<file path="src/rtl/cpu_mem_sequencer.sv">
// Multi-cycle control sequencer for the 8-bit CPU: owns PC/IR and time-shares one
// byte-wide memory port between two-byte instruction fetch and data load/store.
module cpu_mem_sequencer #(
    parameter logic [7:0] RESET_PC = 8'h00
) (
    input  logic        clk,
    input  logic        reset,
    output logic        mem_req,
    output logic        mem_we,
    output logic [7:0]  mem_addr,
    output logic [7:0]  mem_wdata,
    input  logic [7:0]  mem_rdata,
    input  logic        mem_ack,
    input  logic [7:0]  dp_addr,
    input  logic [7:0]  dp_data,
    input  logic        dp_z,
    input  logic        dp_n,
    output logic [15:0] ir,
    output logic [7:0]  pc,
    output logic [7:0]  ld_data,
    output logic        rw_en,
    output logic        instr_done,
    output logic [2:0]  state
);

    // Memory handshake: a transfer completes on the rising edge where mem_req and
    // mem_ack are both 1; mem_addr/mem_we/mem_wdata are registered and held while
    // mem_req is high, and mem_req always drops for at least one cycle in between.
    typedef enum logic [2:0] {
        FETCH_HI = 3'd0,
        FETCH_LO = 3'd1,
        EXEC     = 3'd2,
        MEM      = 3'd3,
        WB       = 3'd4
    } state_e;

    state_e      state_q, state_d;
    logic [7:0]  pc_q, pc_d;
    logic [15:0] ir_q, ir_d;
    logic [7:0]  ld_data_q, ld_data_d;
    logic        req_q, req_d;
    logic        we_q, we_d;
    logic [7:0]  addr_q, addr_d;
    logic [7:0]  wdata_q, wdata_d;

    logic        is_pl, is_st, is_ld, xfer, br_taken;
    logic [7:0]  br_off, pc_plus2;

    assign is_pl    = ir_q[15] & ir_q[14];
    assign is_st    = ~ir_q[15] & ir_q[14];
    assign is_ld    = ~ir_q[15] & ~ir_q[14] & ir_q[13];
    assign xfer     = req_q & mem_ack;
    assign pc_plus2 = pc_q + 8'd2;
    // Sign-extended 6-bit word offset, scaled to bytes.
    assign br_off   = {ir_q[8], ir_q[8:6], ir_q[2:0], 1'b0};
    assign br_taken = ir_q[9] ? dp_n : dp_z;

    always_comb begin
        state_d    = state_q;
        pc_d       = pc_q;
        ir_d       = ir_q;
        ld_data_d  = ld_data_q;
        req_d      = req_q;
        we_d       = we_q;
        addr_d     = addr_q;
        wdata_d    = wdata_q;
        rw_en      = 1'b0;
        instr_done = 1'b0;
        case (state_q)
            FETCH_HI: begin
                if (req_q) begin
                    if (mem_ack) begin
                        ir_d[15:8] = mem_rdata;
                        req_d      = 1'b0;
                        state_d    = FETCH_LO;
                    end
                end else begin
                    req_d  = 1'b1;
                    we_d   = 1'b0;
                    addr_d = pc_q;
                end
            end
            FETCH_LO: begin
                if (req_q) begin
                    if (mem_ack) begin
                        ir_d[7:0] = mem_rdata;
                        req_d     = 1'b0;
                        state_d   = EXEC;
                    end
                end else begin
                    req_d  = 1'b1;
                    we_d   = 1'b0;
                    addr_d = pc_q + 8'd1;
                end
            end
            EXEC: begin
                if (is_pl) begin
                    instr_done = 1'b1;
                    state_d    = FETCH_HI;
                    if (ir_q[13])      pc_d = dp_addr & 8'hFE;
                    else if (br_taken) pc_d = pc_q + br_off;
                    else               pc_d = pc_plus2;
                end else if (is_ld || is_st) begin
                    req_d   = 1'b1;
                    we_d    = is_st;
                    addr_d  = dp_addr;
                    wdata_d = dp_data;
                    state_d = MEM;
                end else begin
                    rw_en      = 1'b1;
                    instr_done = 1'b1;
                    pc_d       = pc_plus2;
                    state_d    = FETCH_HI;
                end
            end
            MEM: begin
                if (xfer) begin
                    req_d = 1'b0;
                    we_d  = 1'b0;
                    if (we_q) begin
                        instr_done = 1'b1;
                        pc_d       = pc_plus2;
                        state_d    = FETCH_HI;
                    end else begin
                        ld_data_d = mem_rdata;
                        state_d   = WB;
                    end
                end
            end
            WB: begin
                rw_en      = 1'b1;
                instr_done = 1'b1;
                pc_d       = pc_plus2;
                state_d    = FETCH_HI;
            end
            default: begin
                state_d = FETCH_HI;
                req_d   = 1'b0;
                we_d    = 1'b0;
            end
        endcase
    end

    always_ff @(posedge clk) begin
        if (reset) begin
            state_q   <= FETCH_HI;
            pc_q      <= RESET_PC;
            ir_q      <= 16'h0000;
            ld_data_q <= 8'h00;
            req_q     <= 1'b0;
            we_q      <= 1'b0;
            addr_q    <= 8'h00;
            wdata_q   <= 8'h00;
        end else begin
            state_q   <= state_d;
            pc_q      <= pc_d;
            ir_q      <= ir_d;
            ld_data_q <= ld_data_d;
            req_q     <= req_d;
            we_q      <= we_d;
            addr_q    <= addr_d;
            wdata_q   <= wdata_d;
        end
    end

    assign mem_req   = req_q;
    assign mem_we    = we_q;
    assign mem_addr  = addr_q;
    assign mem_wdata = wdata_q;
    assign ir        = ir_q;
    assign pc        = pc_q;
    assign ld_data   = ld_data_q;
    assign state     = state_q;

endmodule

</file>
<file path="config.mk">
export PLATFORM = sky130hd
export DESIGN_NAME = cpu_mem_sequencer
export DESIGN_NICKNAME = d
export VERILOG_FILES = /design/src/rtl/cpu_mem_sequencer.sv
export SDC_FILE = /design/constraint.sdc
export NUM_CORES = 1
export LEC_CHECK = 0
export CAP_MARGIN = 20
export CORE_ASPECT_RATIO = 0.75
export CORE_MARGIN = 4
export CORE_UTILIZATION = 50
export CTS_CLUSTER_DIAMETER = 150
export DETAILED_ROUTE_END_ITERATION = 8
export PLACE_DENSITY = 0.82
export SLEW_MARGIN = 20
export SYNTH_ARGS = -nofsm -noshare
export SYNTH_HDL_FRONTEND = slang
export SYNTH_SLANG_ARGS = --single-unit
</file>
<file path="constraint.sdc">
create_clock -name clk -period 3 [get_ports clk]
set_clock_uncertainty 0.05 [all_clocks]
set_input_delay 0.45 -clock clk [delete_from_list [all_inputs] [get_ports clk]]
set_output_delay 0.45 -clock clk [all_outputs]
set_load 0.005 [all_outputs]
</file>
Word-level counts from Yosys, hierarchy flattened --
Cells that the tools add are included.
Cells by class: add/subtract/negate cells 3, eq/ne operators 16, multiplexer cells 39, bitwise gates (word level) 10, reductions and logical operators 14
Operator list (count):
- $mux 8 | 10
- $pmux 8 s3 | 2
- $ne 2x2->1 const B | 11
- $mux 3 | 6
- $reduce_and 5->1 | 3
- $mux 1 | 14
- $pmux 3 s4 | 1
- $reduce_and 3->1 | 4
- $add 8x1->8 const B | 1
- $add 8x2->8 const B | 1
- $add 8x8->8 | 1
- $pmux 1 s4 | 2
- $reduce_and 4->1 | 2
- $eq 3x2->1 const B | 2
- $reduce_bool 3->1 | 2
- $and 1x1->1 | 5
- $not 1->1 | 5
- $mux 2 | 2
- $eq 3x1->1 const B | 1
- $eq 3x3->1 const B | 1
- $logic_not 3->1 | 1
- $ne 3x3->1 const B | 1
- $pmux 1 s3 | 1
- $pmux 1 s2 | 1
- other kinds (2) | 2
Storage, ports and cells: flip-flop bits (word level) 53, input bits 29, output and inout port bits 55, logic and storage cells 91

Longest topological paths before layout --
word-level depth 7, gate-level depth with buffers 8, gate-level depth less buffers 7

Worst setup path after synthesis --
Ideal clock, no wire load.
kind flip-flop to flip-flop, start register pc_q[1], in the netlist pc[1], end register pc_q[5], in the netlist pc[5], library setup time 0.092 ns, arrival time 1.874 ns, data required time 2.858 ns, slack 0.983 ns, cell stages (with the launch flop) 8, path buffers 0, clock period less this slack 2.017 ns, path through dfxtp_1 > ha_1 > fa_1 > a211oi_1 > nor2_1 > xnor2_1 > a311o_1 > o32ai_1
Between the ends: longest elaborated chain between the ends 5, elaborated cells on any way between the ends 9, those cells by class 2 x add/sub; 7 x mux
Ends and longest elaborated chain:
- start, declared | line 38 | logic [7:0] pc_q, pc_d;
- start signal, assigned | line 156 | pc_q <= pc_d;
- $add 8x2->8 / $add 8x8->8 (equally long branches) | line 53, 101
- $mux 8 | line 101 | else if (br_taken) pc_d = pc_q + br_off;
- $mux 8 | line 100 | if (ir_q[13]) pc_d = dp_addr & 8'hFE;
- $mux 8 | line 97 | if (is_pl) begin
- $pmux 8 s3 (*) | line 69 | case (state_q)
Every way passes the cells marked *; elsewhere a longest branch is shown, timed or not. The select of a mux whose other input is x is not followed. A chain may end at the register's enable or synchronous reset.

Worst setup path in the final report --
start register state_q[2], in the netlist state[2], end output instr_done
Between the ends: longest elaborated chain between the ends 2, elaborated cells on any way between the ends 4, those cells by class 3 x eq/ne; 1 x mux
Ends and longest elaborated chain:
- start, declared | line 37 | state_e state_q, state_d;
- start signal, assigned | line 155 | state_q <= state_d;
- $eq 3x3->1 / $eq 3x2->1 (equally long branches) | line 69
- $pmux 1 s3 (*) | line 69
- end, declared | line 22 | output logic instr_done,
Every way passes the cells marked *; elsewhere a longest branch is shown, timed or not.

==> reports/metrics.cfg <==
[setup_path]
cp_cell_sequence = or3b_4 -> a21boi_1 -> and2_1 -> inv_4 -> clkdlybuf4s50_1
crit_fanout = 8
crit_slowest_cell = dfxtp_1
worst-setup-path-type = flip-flop to output port
crit_arrival_ns = 2.27
crit_path_end = instr_done
worst-path-buf-inv = 2
worst_setup_path_start_kind = flip-flop
rr_startpoint = pc[1]
rr_endpoint = pc[5]
cp-end-kind = output port
required_ns = 2.50
critPathMaxStageDelay_ns = 0.51
cp_top_family = simple AND/OR/NAND/NOR gates
crit_cells = 5
reg2reg_depth = 7
rrSetupSlack_ns = 0.77
crit_path_start = state[2]

[final_layout]
final_common_cell = clkdlybuf4s50_1
area_delta_synth_final_pct = 36.0
nets = 427
layout_common_cells = clkdlybuf4s50_1, dfxtp_1, nor2_1
layout.cells.non_filler = 463
fillers = 395
multi_input_area_um2 = 1540
register_area_um2 = 1040
final_core_util_pct = 72.7
num_antenna_cells = 0
drive_gt1_share_pct = 7.42

[placement]
gp_congestion = 0.877
dp_hpwl_um = 5590
dpl.cell_count = 455
pre_cts_slack_ns = 0.330
io_buffers = 82

[clock_tree]
cts.path.max_buffers = 2
cts.sinks = 52
cts-root-buf = clkbuf_8
clkLatencyLatePin_ns = 0.31
cts_buffers = 5
cts_tree = built
cts.clk_slew.worst_paths_ns = 0.10
ctsResizeCount = 0
htreeDepth = 2
post-cts-setup-buffers = 0
hold_buffers = 0

[flow_run]
cap_violations = 0

[grt]
met1_usage_pct = 31.4
gr-total-overflow = 0
grt_busiest_layer = met2
grt_pass1_vias = 2493
grt_pass1_wl_um = 12100
grt_use_total_pct = 22.8
antenna_found_initial = 0
grt_use_met2_pct = 34.3
grt_use_met3_pct = 7.87
grt_max_degree = 35

[routing]
drt_iter0_drc = 188
avgRoutedWirePerCell_um = 16.1
drc = 0
drt-total-wl_um = 7430
drt-pass1-iter-count = 5
drt-vias-per-instance = 5.54
antenna_left = 0
num_vias = 2563

[sta]
slew_violations = 0
setup_viol = 0
tns_ns = 0
fmax_mhz = 361
fin_crit_sh_pct = 92.3
fin_crit_ns = 2.77
hold_viol = 0
rsz0062_at_grt = no
worst_pin_slew_ns = 0.576
fin_ws_ns = 0.231
slew_headroom_pct = 61.6

[synthesis]
ys.flop_type = dfxtp_1
synth_xor_area_share_pct = 1.95
synth_simple_gate_area_share_pct = 20.2
ys_seq_area_share_pct = 38.7
synth_top_family_by_area = simple AND/OR/NAND/NOR gates
synth.area.top_cells = dfxtp_1, mux2i_1, nor2_1
muxShareOfSynthArea_pct = 13.1
synth-adder-area-share_pct = 4.00
synth_edf_count = 0
synth_top_area_share_pct = 38.7
ys_seq_elements = 52
avgSynthCellArea_um2 = 8.65
yosysUniqueCellTypes = 55
syn-num-nets = 348
synth_cells = 311
synth_compound_area_share_pct = 17.8
synth.cell_area_um2 = 2690
yosys_warnings = 0
synthArstFlopShare_pct = 0
synth.largest_area_cell = dfxtp_1

[run_status]
status = complete, no violations

[floorplan]
io_pins = 84
die_area_um2 = 6630
core_um2 = 5040
die_w_um = 92.7
die_h_um = 71.5
fp-row-count = 22
initial_core_util_pct = 53.4

[power]
leakage_nw = 1.36
p_sw_mw = 0.327
p_per_area_nw_per_um2 = 349
seqPwrFrac_pct = 55.9
swShare_pct = 25.6
clkPwrFrac_pct = 31.7
p_int_mw = 0.951
p_comb_share_pct = 12.4
ir_drop_mv = 0.313

[min_path]
holdCritPathClass = flip-flop to flip-flop
holdPathStages = 2

## registers in the layout, indices dropped and copies added, names as in the netlist
signal     count
ir            16
ld_data        8
mem_addr       8
mem_wdata      8
pc             7
state          3
mem_req        1
mem_we         1
## cell type report
cell class | count | share of cell area (%)
clock buffers | 6 | 1.98
multi-input cells | 235 | 42.1
inverters | 6 | 0.684
repair buffers | 90 | 23.9
well taps | 72 | 2.46
flip-flops and latches | 52 | 28.4
clock inverters | 2 | 0.444
## worst min-delay path, stage by stage (launching register included)
cell,delay (ns)
dfxtp_1,0.32
nand2_1,0.05
a21oi_1,0.05
## metal layers
metal | share of wire (%) | routed length [um] | up-vias
li1 | - | - | 1248
met3 | 10 | 767 | 6
met2 | 44 | 3270 | 111
met1 | 45 | 3340 | 1198
met4 | 0.67 | 50 | 0
met5 | 0 | 0 | -
## cell usage after synthesis (2+ instances only)
library cell and number:
a21oi_1 31, o21ai_0 7, a21o_1 2, nand2_1 27, ha_1 7, nand3b_1 2
a211oi_1 4, nand2b_1 4, nor2_1 49, xnor2_1 3, xor2_1 3, o21bai_1 5
mux2i_1 34, o2111ai_1 2, or3_1 4, clkbuf_1 11, and2_1 6, nand3_1 3
dfxtp_1 52, buf_2 5, inv_1 5, nor3_1 7, nor2b_1 4, a31oi_1 2
a311oi_1 2
## power groups by stage
stage	Sequential, mW	Combinational, mW	Clock (mW)
2_1_floorplan	0.726	0.0766	0
3_3_place_gp	0.729	0.155	0
3_5_place_dp	0.730	0.157	0
4_1_cts	0.714	0.158	0.418
5_1_grt	0.717	0.171	0.442
6_report	0.714	0.158	0.406
## metrics by stage
| stage | total power [mW] | hold WS [ns] | cell area [um^2] |
|---|---|---|---|
| after floorplan | 0.802 | 0.403 | 2690 |
| after global placement | 0.884 | 0.391 | 3570 |
| after detailed placement | 0.887 | 0.400 | 3570 |
| after CTS | 1.29 | 0.412 | 3660 |
| after global routing | 1.33 | 0.434 | 3660 |
| final | 1.28 | 0.412 | 3660 |
## kinds of logic after synthesis
family                     count (synthesis)
muxes                                     35
DFF                                       52
xor gates and xnor gates                   6
other                                      1
AOI/OAI and AO/OA                         70
adders and majority gates                  8
and+or+nand+nor                          115
buffers and inverters                     24
## worst min-delay path by stage
stage,from,endpoint,slack [ns]
after floorplan,mem_wdata[0],mem_wdata[0],0.40
after global placement,mem_wdata[3],mem_wdata[3],0.39
after detailed placement,mem_wdata[1],mem_wdata[1],0.40
after CTS,mem_wdata[1],mem_wdata[1],0.41
after global routing,mem_wdata[2],mem_wdata[2],0.43
final,mem_wdata[3],mem_wdata[3],0.41
(Power assumes the default switching activity.)
